### src/rtl/dmem_responder.sv
// Purpose : single-port data-memory responder; byte/half/word loads and stores with alignment/range checking.
// Latency : response valid LATENCY+1 cycles after the accept cycle; memory is read/written on the edge entering RESP.
// Backpr. : one request in flight; req_ready only in IDLE; RESP holds the response stable until rsp_ready.
//
// Ports:
//   clk, rst                 clock, asynchronous active-high reset
//   req_valid/req_ready      request handshake
//   req_we, req_addr, req_wdata, req_size, req_unsigned   request fields
//   rsp_valid/rsp_ready      response handshake
//   rsp_rdata, rsp_err       response payload
module dmem_responder #(
    parameter int ADDR_WIDTH = 5,
    parameter int LATENCY    = 2
) (
    input  logic        clk,
    input  logic        rst,
    input  logic        req_valid,
    output logic        req_ready,
    input  logic        req_we,
    input  logic [31:0] req_addr,
    input  logic [31:0] req_wdata,
    input  logic [1:0]  req_size,
    input  logic        req_unsigned,
    output logic        rsp_valid,
    input  logic        rsp_ready,
    output logic [31:0] rsp_rdata,
    output logic        rsp_err
);

    localparam int         DEPTH    = 1 << ADDR_WIDTH;
    localparam logic [3:0] CNT_INIT = (LATENCY == 0) ? 4'd0 : 4'(LATENCY - 1);

    typedef enum logic [1:0] {IDLE, WAIT, RESP} state_t;

    state_t      state, state_nxt;
    logic [3:0]  cnt;
    logic        lat_we, lat_unsigned;
    logic [31:0] lat_addr, lat_wdata;
    logic [1:0]  lat_size;

    logic [31:0] mem [DEPTH];

    logic                  accept, enter_resp;
    logic                  acc_we, acc_unsigned;
    logic [31:0]           acc_addr, acc_wdata;
    logic [1:0]            acc_size;
    logic                  err;
    logic [ADDR_WIDTH-1:0] idx;
    logic [1:0]            lane;
    logic [3:0]            be;
    logic [31:0]           wd, word_rd, shifted, load_data;

    assign accept = req_ready && req_valid;

    // With zero latency the access happens on the accept edge itself, so the
    // live request fields are used; otherwise the latched copy is used.
    assign enter_resp = ((state == IDLE) && accept && (LATENCY == 0)) ||
                        ((state == WAIT) && (cnt == 4'd0));

    assign acc_we       = (state == IDLE) ? req_we       : lat_we;
    assign acc_unsigned = (state == IDLE) ? req_unsigned : lat_unsigned;
    assign acc_addr     = (state == IDLE) ? req_addr     : lat_addr;
    assign acc_wdata    = (state == IDLE) ? req_wdata    : lat_wdata;
    assign acc_size     = (state == IDLE) ? req_size     : lat_size;

    assign idx  = acc_addr[ADDR_WIDTH+1:2];
    assign lane = acc_addr[1:0];

    // Any address bit above the memory range is an error, so the byte just
    // past the top word never wraps back to word 0.
    assign err = (acc_size == 2'b11) ||
                 ((acc_size == 2'b01) && acc_addr[0]) ||
                 ((acc_size == 2'b10) && (acc_addr[1:0] != 2'b00)) ||
                 ((acc_addr >> (ADDR_WIDTH + 2)) != 32'd0);

    // Store data replicated across lanes; byte enables pick which lanes land.
    always_comb begin
        be = 4'b0000;
        wd = acc_wdata;
        case (acc_size)
            2'b00: begin
                be = 4'b0001 << lane;
                wd = {4{acc_wdata[7:0]}};
            end
            2'b01: begin
                be = lane[1] ? 4'b1100 : 4'b0011;
                wd = {2{acc_wdata[15:0]}};
            end
            2'b10: be = 4'b1111;
            default: be = 4'b0000;
        endcase
    end

    assign word_rd = mem[idx];
    assign shifted = word_rd >> {lane, 3'b000};

    always_comb begin
        load_data = word_rd;
        case (acc_size)
            2'b00: load_data = acc_unsigned ? {24'd0, shifted[7:0]}
                                            : {{24{shifted[7]}}, shifted[7:0]};
            2'b01: load_data = acc_unsigned ? {16'd0, shifted[15:0]}
                                            : {{16{shifted[15]}}, shifted[15:0]};
            default: load_data = word_rd;
        endcase
    end

    // Memory has no reset: contents survive rst, and a store pending when
    // rst hits is dropped because the FSM is forced back to IDLE.
    always_ff @(posedge clk) begin
        if (!rst && enter_resp && acc_we && !err) begin
            for (int i = 0; i < 4; i++) begin
                if (be[i]) begin
                    mem[idx][8*i +: 8] <= wd[8*i +: 8];
                end
            end
        end
    end

    // State register
    always_ff @(posedge clk or posedge rst) begin
        if (rst) begin
            state <= IDLE;
        end else begin
            state <= state_nxt;
        end
    end

    // Next-state logic
    always_comb begin
        state_nxt = state;
        case (state)
            IDLE:    if (accept) state_nxt = (LATENCY == 0) ? RESP : WAIT;
            WAIT:    if (cnt == 4'd0) state_nxt = RESP;
            RESP:    if (rsp_ready) state_nxt = IDLE;
            default: state_nxt = IDLE;
        endcase
    end

    // Outputs; req_ready is held low for the whole time rst is asserted.
    always_comb begin
        req_ready = (state == IDLE) && !rst;
        rsp_valid = (state == RESP);
    end

    // Wait counter, request latch and response registers
    always_ff @(posedge clk or posedge rst) begin
        if (rst) begin
            cnt          <= 4'd0;
            lat_we       <= 1'b0;
            lat_unsigned <= 1'b0;
            lat_addr     <= 32'd0;
            lat_wdata    <= 32'd0;
            lat_size     <= 2'b00;
            rsp_rdata    <= 32'd0;
            rsp_err      <= 1'b0;
        end else begin
            if (accept) begin
                cnt          <= CNT_INIT;
                lat_we       <= req_we;
                lat_unsigned <= req_unsigned;
                lat_addr     <= req_addr;
                lat_wdata    <= req_wdata;
                lat_size     <= req_size;
            end else if ((state == WAIT) && (cnt != 4'd0)) begin
                cnt <= cnt - 4'd1;
            end
            if (enter_resp) begin
                rsp_err   <= err;
                rsp_rdata <= (err || acc_we) ? 32'd0 : load_data;
            end
        end
    end

endmodule
### config.mk
export PLATFORM = sky130hd
export DESIGN_NAME = dmem_responder
export DESIGN_NICKNAME = d
export VERILOG_FILES = /design/src/rtl/dmem_responder.sv
export SDC_FILE = /design/constraint.sdc
export NUM_CORES = 1
export LEC_CHECK = 0
export ABC_AREA = 1
export BUFFER_PORTS_ARGS = -buffer_cell sky130_fd_sc_hd__buf_2
export CAP_MARGIN = 15
export CORE_AREA = 2 2 405 407
export DETAILED_ROUTE_END_ITERATION = 8
export DIE_AREA = 0 0 407 409
export SYNTH_ARGS = -nofsm -noshare
export SYNTH_HDL_FRONTEND = slang
export SYNTH_SLANG_ARGS = --single-unit
export TNS_END_PERCENT = 5
### constraint.sdc
create_clock -name clk -period 6.9 [get_ports clk]
set_input_delay 0.345 -clock clk [delete_from_list [all_inputs] [get_ports clk]]
set_output_delay 0.345 -clock clk [all_outputs]
set_load 0.01 [all_outputs]
==> impl_metrics.tcl <==
set metrics [dict create \
    ios 107 \
    grt_pass1_wl_mm 212 \
    drc_errors 0 \
    ys_async_sr_fraction_pct 9.46 \
    ant_nets 0 \
    clock.fmax_mhz 198 \
    worst_slew_margin_rel_pct 15.9 \
    synth.net_count 4746 \
    synth_cell_types 40 \
    fin_nets 4889 \
    area_delta_synth_final_pct 15.5 \
    post_synth_main_area_contributors "edfxtp_1 64%, nand2_1 12%, dfrtp_1 5.5%, nor2_1 4.3%, inv_1 3.7%" \
    arrival_ns 5.68 \
    comb_power_share_pct 42.7 \
    synth_compound_gate_area_share_pct 6.32 \
    fin_worst_skew_ns 0.0490 \
    route.vias.total 33900 \
    port_buffers 106 \
    cpMostUsedCell "nand2_1" \
    fin_crit_sh_pct 73.2 \
    grt.busiest_layer "met2" \
    syn-cell-area_sq_um 48400 \
    synth-xor-area-share_pct 0 \
    grtUsageTotal_pct 16.9 \
    cts_buffers 116 \
    crit_type "flip-flop to flip-flop" \
    hp-class "primary input to flip-flop" \
    outcome "complete, no violations" \
    hpwlAfterDp_mm 88.0 \
    cp_cell_sequence "inv_2 > nand2_4 > nand2_1 > nand2_8 > nand2_4 > buf_4 > buf_4 > nor2_1 > nor2_1 > nand2_1 > nand2_1 > nand2_1 > nor2_1 > nand2_1 > a21oi_1 > nand2_1 > nand2_1" \
    cellLeakagePower_nw 22.4 \
    synth_top_cell_by_area "edfxtp_1" \
    switchingPower_mw 12.4 \
    slowest_delay_ns 0.95 \
    worst_pin_slew_ns 1.26 \
    cap_violations 0 \
    crit_fanout 56 \
    synth_top_family_by_area "simple AND/OR/NAND/NOR gates" \
    netlist_instances 4673 \
    antenna_found_initial 1 \
    clock-sinks 1131 \
    ys_ff_latch 1131 \
    ys.flop_type "edfxtp_1" \
    total_power_mw 28.2 \
    yosysWarnings 0 \
    power_frac_seq_pct 34.9 \
    startpoint_type "flip-flop" \
    p_per_area_nw_per_um2 504 \
    drt-total-wl_mm 144 \
    clk_latency_ns 0.73 \
    power.share.clock_pct 22.4 \
    dieArea_sq_um 166000 \
    finalSetupViolCount 0 \
    avgSynthCellArea_sq_um 10.4 \
    fin_crit_ns 5.05 \
    use_met3_pct 2.92 \
    crit_slowest_cell "nand2_1" \
    initial_utilization_pct 29.9 \
    routedWlPerCell_um 20.2 \
    worstPathRequired_ns 7.53 \
    synth.most_common_cell "nand2_1" \
    drive_gt1_share_pct 9.09 \
    num_rows 148 \
    ir_drop_v 0.000461 \
    gp_congestion 0.871 \
    cts_root_buf "clkbuf_16" \
    vias_per_cell 4.78 \
    clk_pin_slew_worst_paths_ns 0.06 \
    drv_slew 0 \
    cts_tree "done" \
    pre_cts_ws_ns 2.03 \
    setup_slack_ns 1.85 \
    fin_setup_tns_ns 0 \
    globalRouteMet1Util_pct 22.5 \
    synth_top_cells_by_count "1517 x nand2_1, 1024 x edfxtp_1, 556 x nor2_1" \
    yosysSeqAreaShare_pct 69.1 \
    grt_pass1_vias 32300 \
    synth_edf_count 1024 \
    grt_max_degree 159 \
    yosys.area_share.simple_pct 18.5 \
    rsz0062_at_grt "false" \
    grtUsageMet2_pct 26.9 \
    drt-initial-drc-count 3980 \
    p_int_mw 15.8 \
    nFillCells 16000 \
    fp.coreArea_sq_um 162000 \
    synth_adder_area_share_pct 0.0258 \
    synthMuxAreaShare_pct 0 \
    drtPass1Iterations 6 \
    hold_viol 0 \
    fp.dieH_um 409 \
    die_w_um 407 \
    critPathCaptureType "flip-flop" \
    synth_top_area_share_pct 63.5 \
    ctsHtreeMaxLevel 3 \
    clk_path_buf_depth 3 \
    gr-total-overflow 0 \
    switching_share_pct 43.9 \
]
[critical path, delay by kind of cell, from the launching register on]
kind / cells / cell delay, ns
and+or+nand+nor: 13 / 3.39
buffers and inverters: 3 / 0.69
DFF: 1 / 0.45
AOI/OAI and AO/OA: 1 / 0.35
[sequential cells by signal, indices dropped and copies added, names as in the netlist]
name and count:
cnt 4, lat_wdata 32, lat_unsigned 1, state 2, mem 1024, rsp_rdata 32
rsp_err 1, lat_size 2, lat_addr 32, lat_we 1
[logic make-up after synthesis]
kind of cell	count (synthesis)
AND/OR/NAND/NOR	2270
buffers and inverters	705
adder cells (fa/ha/maj)	1
flip-flops	1131
AO/OA/AOI/OAI	566
[placed cells by master (no fill, tap or decap), types with 90 or more instances in the layout]
| cell | instances |
|---|---|
| dfrtp_1 | 107 |
| edfxtp_1 | 1024 |
| nor2_1 | 554 |
| buf_2 | 106 |
| inv_1 | 470 |
| o21ai_1 | 90 |
| nand3_1 | 91 |
| nand2_1 | 1514 |
| clkbuf_16 | 117 |
| o21ai_0 | 310 |
[power by group through the flow]
stage / sequential [mW] / clock [mW] / combinational, mW
after floorplan: 10.0 / 0 / 6.68
after global placement: 9.95 / 0 / 11.7
after detailed placement: 9.96 / 0 / 11.9
after CTS: 9.82 / 6.36 / 11.9
after global routing: 9.85 / 6.61 / 12.9
final: 9.83 / 6.30 / 12.0
[through the flow]
stage               cells  util [%]  instance area [sq um]  hold slack, ns
finish               7094      34.5                  55900          0.0467
CTS                  7093      34.5                  55900         0.00921
detailed placement   6805      31.7                  51400           0.448
global placement     6805      31.7                  51400           0.442
floorplan            4673         -                  48400           0.431
global route         7093      34.5                  55900          0.0496
[layout make-up]
cell class	count	area, sq um	share of cell area (%)
Sequential cell	1131	33400	59.8
Multi-Input combinational cell	2837	12300	21.9
Clock buffer	138	3010	5.38
Tap cell	2175	2720	4.87
Timing Repair Buffer	255	1910	3.41
Inverter	475	1790	3.19
Clock inverter	82	791	1.41
Antenna cell	1	2.50	0.00448
[final timing paths]
path / startpoint / endpoint / slack [ns] / depth (start not counted)
max: state[1] / rsp_rdata[28] / 1.85 / 17
min: req_addr[4] / lat_addr[4] / 0.05 / 3
max reg2reg: state[1] / rsp_rdata[28] / 1.85 / 17
min reg2reg: cnt[3] / cnt[3] / 0.46 / 1
max in group asynchronous: rst / lat_wdata[12] / 5.23 / 4
min in group asynchronous: rst / lat_addr[30] / 0.27 / 3
[what timing repair did]
item,4_1_cts,5_1_grt
buffers inserted,0,0
hold buffers,68,0
endpoints found under the hold margin,104,0
gates resized for setup,0,0
[routing by layer]
metal / vias to the layer above / wire length (um)
met5: - / 0
met4: 0 / 6890
met3: 334 / 12600
met2: 1555 / 66200
met1: 16300 / 57800
li1: 15700 / -
No activity file was read; power rests on OpenSTA's default activity.
